## src/rtl/subway_sensor_cond.sv

```systemverilog
// Two-channel trackside photo-sensor conditioner: synchroniser, debouncer, stuck-beam watch.
// Stuck-beam fault detection is built only when SUBWAY_SENSOR_FAULT_DET_EN is defined.

module subway_sensor_cond #(
    parameter int DEBOUNCE_CYCLES = 4,
    parameter int CNT_W           = 8,
    parameter int STUCK_CYCLES    = 1000,
    parameter int STUCK_W         = 16
) (
    input  logic       clk,
    input  logic       reset,
    input  logic       raw_p1,
    input  logic       raw_p2,
    input  logic       fault_clr,
    output logic       p1,
    output logic       p2,
    output logic [1:0] fault
);
    localparam logic [CNT_W-1:0] CNT_LAST = CNT_W'(DEBOUNCE_CYCLES - 1);

    logic [1:0]            s1_q, s2_q;
    logic [1:0]            db_q, db_d;
    logic [1:0]            p_q, p_d;
    logic [1:0]            fault_st;
    logic [1:0][CNT_W-1:0] cnt_q, cnt_d;

    always_ff @(posedge clk) begin
        if (reset) begin
            s1_q  <= '0;
            s2_q  <= '0;
            db_q  <= '0;
            cnt_q <= '0;
            p_q   <= '0;
        end else begin
            s1_q  <= {raw_p2, raw_p1};
            s2_q  <= s1_q;
            db_q  <= db_d;
            cnt_q <= cnt_d;
            p_q   <= p_d;
        end
    end

    // Counter restarts whenever the synchronised level agrees with the debounced one.
    always_comb begin
        db_d  = db_q;
        cnt_d = cnt_q;
        for (int ch = 0; ch < 2; ch++) begin
            if (s2_q[ch] == db_q[ch]) begin
                cnt_d[ch] = '0;
            end else if (cnt_q[ch] == CNT_LAST) begin
                db_d[ch]  = s2_q[ch];
                cnt_d[ch] = '0;
            end else begin
                cnt_d[ch] = cnt_q[ch] + CNT_W'(1);
            end
        end
    end

`ifdef SUBWAY_SENSOR_FAULT_DET_EN
    localparam logic [STUCK_W-1:0] ST_MAX = STUCK_W'(STUCK_CYCLES);

    logic [1:0][STUCK_W-1:0] st_q, st_d;
    logic [1:0]              fault_q, fault_d;

    always_ff @(posedge clk) begin
        if (reset) begin
            st_q    <= '0;
            fault_q <= '0;
        end else begin
            st_q    <= st_d;
            fault_q <= fault_d;
        end
    end

    // Clear beats a coincident set; the timer restarts so a re-set needs a full period.
    always_comb begin
        st_d    = st_q;
        fault_d = fault_q;
        for (int ch = 0; ch < 2; ch++) begin
            if (fault_clr) begin
                st_d[ch]    = '0;
                fault_d[ch] = 1'b0;
            end else begin
                if (!db_q[ch]) begin
                    st_d[ch] = '0;
                end else if (st_q[ch] != ST_MAX) begin
                    st_d[ch] = st_q[ch] + STUCK_W'(1);
                end
                if (st_q[ch] == ST_MAX) begin
                    fault_d[ch] = 1'b1;
                end
            end
        end
    end

    assign fault_st = fault_q;
`else
    logic unused_cfg;
    assign unused_cfg = fault_clr ^ (STUCK_CYCLES > 0) ^ (STUCK_W > 0);
    assign fault_st   = 2'b00;
`endif

    assign p_d   = db_q & ~fault_st;
    assign p1    = p_q[0];
    assign p2    = p_q[1];
    assign fault = fault_st;

endmodule
```

## config.mk

```make
export PLATFORM = sky130hd
export DESIGN_NAME = subway_sensor_cond
export DESIGN_NICKNAME = d
export VERILOG_FILES = /design/src/rtl/subway_sensor_cond.sv
export SDC_FILE = /design/constraint.sdc
export NUM_CORES = 1
export LEC_CHECK = 0
export CAP_MARGIN = 10
export CORE_ASPECT_RATIO = 0.9
export CORE_MARGIN = 2
export CORE_UTILIZATION = 40
export CTS_BUF_LIST = sky130_fd_sc_hd__clkbuf_4
export DETAILED_ROUTE_END_ITERATION = 10
export PLACE_DENSITY_LB_ADDON = 0.12
export SLEW_MARGIN = 10
export SYNTH_ARGS = -nofsm -noshare
export SYNTH_HDL_FRONTEND = slang
export SYNTH_SLANG_ARGS = --single-unit
```

## constraint.sdc

```tcl
create_clock -name clk -period 1.9 [get_ports clk]
set_input_delay 0.285 -clock clk [delete_from_list [all_inputs] [get_ports clk]]
set_output_delay 0.285 -clock clk [all_outputs]
set_load 0.02 [all_outputs]
```

==> results.md, run 1 <==
* Asr flop ratio synth at 0
* Fill count at 213
* Setup TNS at 0 ns
* Core area at 2240 µm²
* CP startpoint: cnt_q[0]
* First-pass DRT Iterations at 2
* Average vias per placed instance at 4.92
* Critical Path RT at 2.10 ns
* Syn_area_per_cell at 9.45 µm²
* Final period utilization at 0.875
* Type of the worst setup path: reg -> reg
* Post-synth cell types at 25
* R2R Path Start: cnt_q[0]
* Row count at 16
* First-pass GRT wire length at 2480 µm
* IO Port Bufs at 5
* CTS Buffer Depth at 2
* Ant diodes at 0
* Min-Delay Path Class: reg -> reg
* Post-synthesis sequential area ratio at 0.494
* Area contributors post-synth: dfxtp_1 (49%), nor2b_1 (4.5%), or3_1 (4.5%)
* GRT Residual Overflow at 0
* Area delta synth->final at 12.9%
* GRT Resource Usage Total at 0.114
* DRT iter0 DRCs at 8
* Die Height at 50.8 µm
* Worst endpoint data arrival time at 1.86 ns
* Final Critical Period at 1.66 ns
* Synth top cells by count: dfxtp_1 (24), a21oi_1 (8), nor2_1 (8)
* Startpoint of the worst hold path: cnt_q[8]
* Syn. warnings at 0
* Vias at 679
* Layout Nets at 119
* Layout cells sized above 1 at 0.0991
* CTS tree: yes
* Max-Cap Viols at 0
* Final setup viols at 0
* # hold bufs at CTS at 0
* RSZ-0062 raised after global routing: false
* Worst-Skew Late Latency at 0.31 ns
* Routability cong. at 0.703
* Post-synth top area share at 0.494
* Largest net degree at the start of global routing at 15
* Slew Limit Fails at 0
* Layout Skew at 0.00981 ns
* Power Dens Cells at 820 nW/µm²
* Num Clock Sinks at 24
* H-tree levels at 1
* Seq cells post-synth at 24
* HPWL Detailed at 1030 µm
* Cell taking the most area after synthesis: dfxtp_1
* Hold Violations, Final at 0
* Status: complete, no violations
* TritonCTS Buffers at 3
* Post-CTS sizing at 0
* Most frequent cell after synthesis: dfxtp_1
* IO Count at 9
* CP Launch Type: flop
* Top achievable clock speed at 0.602 GHz
* Die X at 56 µm
* Crit. End Element: flop
* Die area at 2840 µm²
* Vias in the first global route at 565
* Hold_ws at 0.452 ns
* Post-synth EDFFs at 0
* Detail Route Antenna Nets at 0
* Leak at 0.000387 µW
* DRC at 0
* Initial antenna violation count at 0
* Post-CTS setup buffers at 0
* Worst-path maximum fanout at 7
* Post-synthesis cell count at 103
* Initial Util at 0.434
* Syn Std Cell Area at 973 µm²
* Peak supply drop at 0.000500 V
* Root Buffer: clkbuf_4
* Drt wl/cell at 10.6 µm
* Prevailing post-synth register cell: dfxtp_1
* Routed WL at 1470 µm
* Clock transition at path regs at 0.12 ns
metal layers:
layer	part of all wire	vias to the layer above	track usage
met2	0.39	10	0.161
met5	0	-	0
met1	0.56	297	0.148
li1	-	370	-
met3	0.047	2	0.0644
met4	0.0088	0	0.0357
cells in the final DEF (no fill, tap or decap), types with 2 or more instances in the layout:
| cell | Yosys | layout |
|---|---|---|
| or3_1 | 7 | 7 |
| nand3_1 | 6 | 6 |
| nor2_1 | 8 | 8 |
| ha_1 | 2 | 2 |
| clkbuf_4 | 0 | 3 |
| xnor2_1 | 2 | 2 |
| inv_1 | 7 | 7 |
| clkdlybuf4s50_1 | 0 | 5 |
| xor2_1 | 5 | 5 |
| nor2b_1 | 7 | 7 |
| nand2_1 | 5 | 5 |
| nand4_1 | 2 | 2 |
| a21oi_1 | 8 | 8 |
| dfxtp_1 | 24 | 24 |
| o21ai_0 | 7 | 7 |
| conb_1 | 1 | 2 |
stage by stage:
| step | cell area [µm²] | cells | total power [µW] | worst slack [ns] | util |
|---|---|---|---|---|---|
| after floorplan | 977 | 104 | 539 | 0.369 | - |
| after global placement | 1050 | 134 | 547 | 0.275 | 0.467 |
| after detailed placement | 1050 | 134 | 547 | 0.258 | 0.467 |
| after CTS | 1100 | 138 | 913 | 0.237 | 0.490 |
| after global routing | 1100 | 138 | 941 | 0.166 | 0.490 |
| final | 1100 | 138 | 900 | 0.238 | 0.490 |
final cells by class:
class	instances	area [µm²]	share of cell area
repair buffers	5	50.0	0.0456
clock buffers	3	22.5	0.0205
flip-flops and latches	24	480	0.437
inverters	7	26.3	0.0239
well taps	27	33.8	0.0308
clock inverters	1	30.0	0.0273
multi-input cells	71	455	0.415
sequential cells by signal, summed over array words and instances (netlist names):
| name | count |
|---|---|
| cnt_q | 16 |
| s1_q | 2 |
| s2_q | 2 |
| db_q | 2 |
| p_q | 2 |
logic make-up (layout without fill, tap and decap cells):
group	Yosys count	in the layout	share of synthesized area
xor gates and xnor gates	7	7	0.0630
buffers and inverters	9	16	0.0424
other	1	2	0.00385
AOI/OAI and AO/OA	18	18	0.125
and+or+nand+nor	41	41	0.235
DFF	24	24	0.494
adders and majority gates	2	2	0.0257
muxes	1	1	0.0116
worst paths after layout:
path | to | slack (ns) | cells after the start
setup / recovery | cnt_q[3] | 0.24 | 4
hold / removal | cnt_q[8] | 0.45 | 1
setup reg to reg | cnt_q[3] | 0.24 | 4
hold reg to reg | cnt_q[8] | 0.45 | 1
worst max-delay path, cell delays in order, from the launching register on:
cell	delay, ns
dfxtp_1	0.39
ha_1	0.23
or4b_4	0.49
o211ai_2	0.36
nor2_1	0.09
power by group:
group          leakage, µW  internal, µW  switching (µW)  total (µW)
sequential        0.000194           508            2.55         511
clock            0.0000279           213             152         365
combinational     0.000164          10.7            14.0        24.7
total             0.000387           732             168         900
(Power assumes the default switching activity.)
==> inputs of run 2 (changes only) <==
--- a/config.mk
+++ b/config.mk
@@ -11,6 +11,7 @@
 export CORE_UTILIZATION = 40
 export CTS_BUF_LIST = sky130_fd_sc_hd__clkbuf_4
 export DETAILED_ROUTE_END_ITERATION = 10
+export GPL_ROUTABILITY_DRIVEN = 1
 export PLACE_DENSITY_LB_ADDON = 0.12
 export SLEW_MARGIN = 10
 export SYNTH_ARGS = -nofsm -noshare
==> results of run 2 <==
Same layout as run 1: the final DEF is identical, and so are final timing and power.
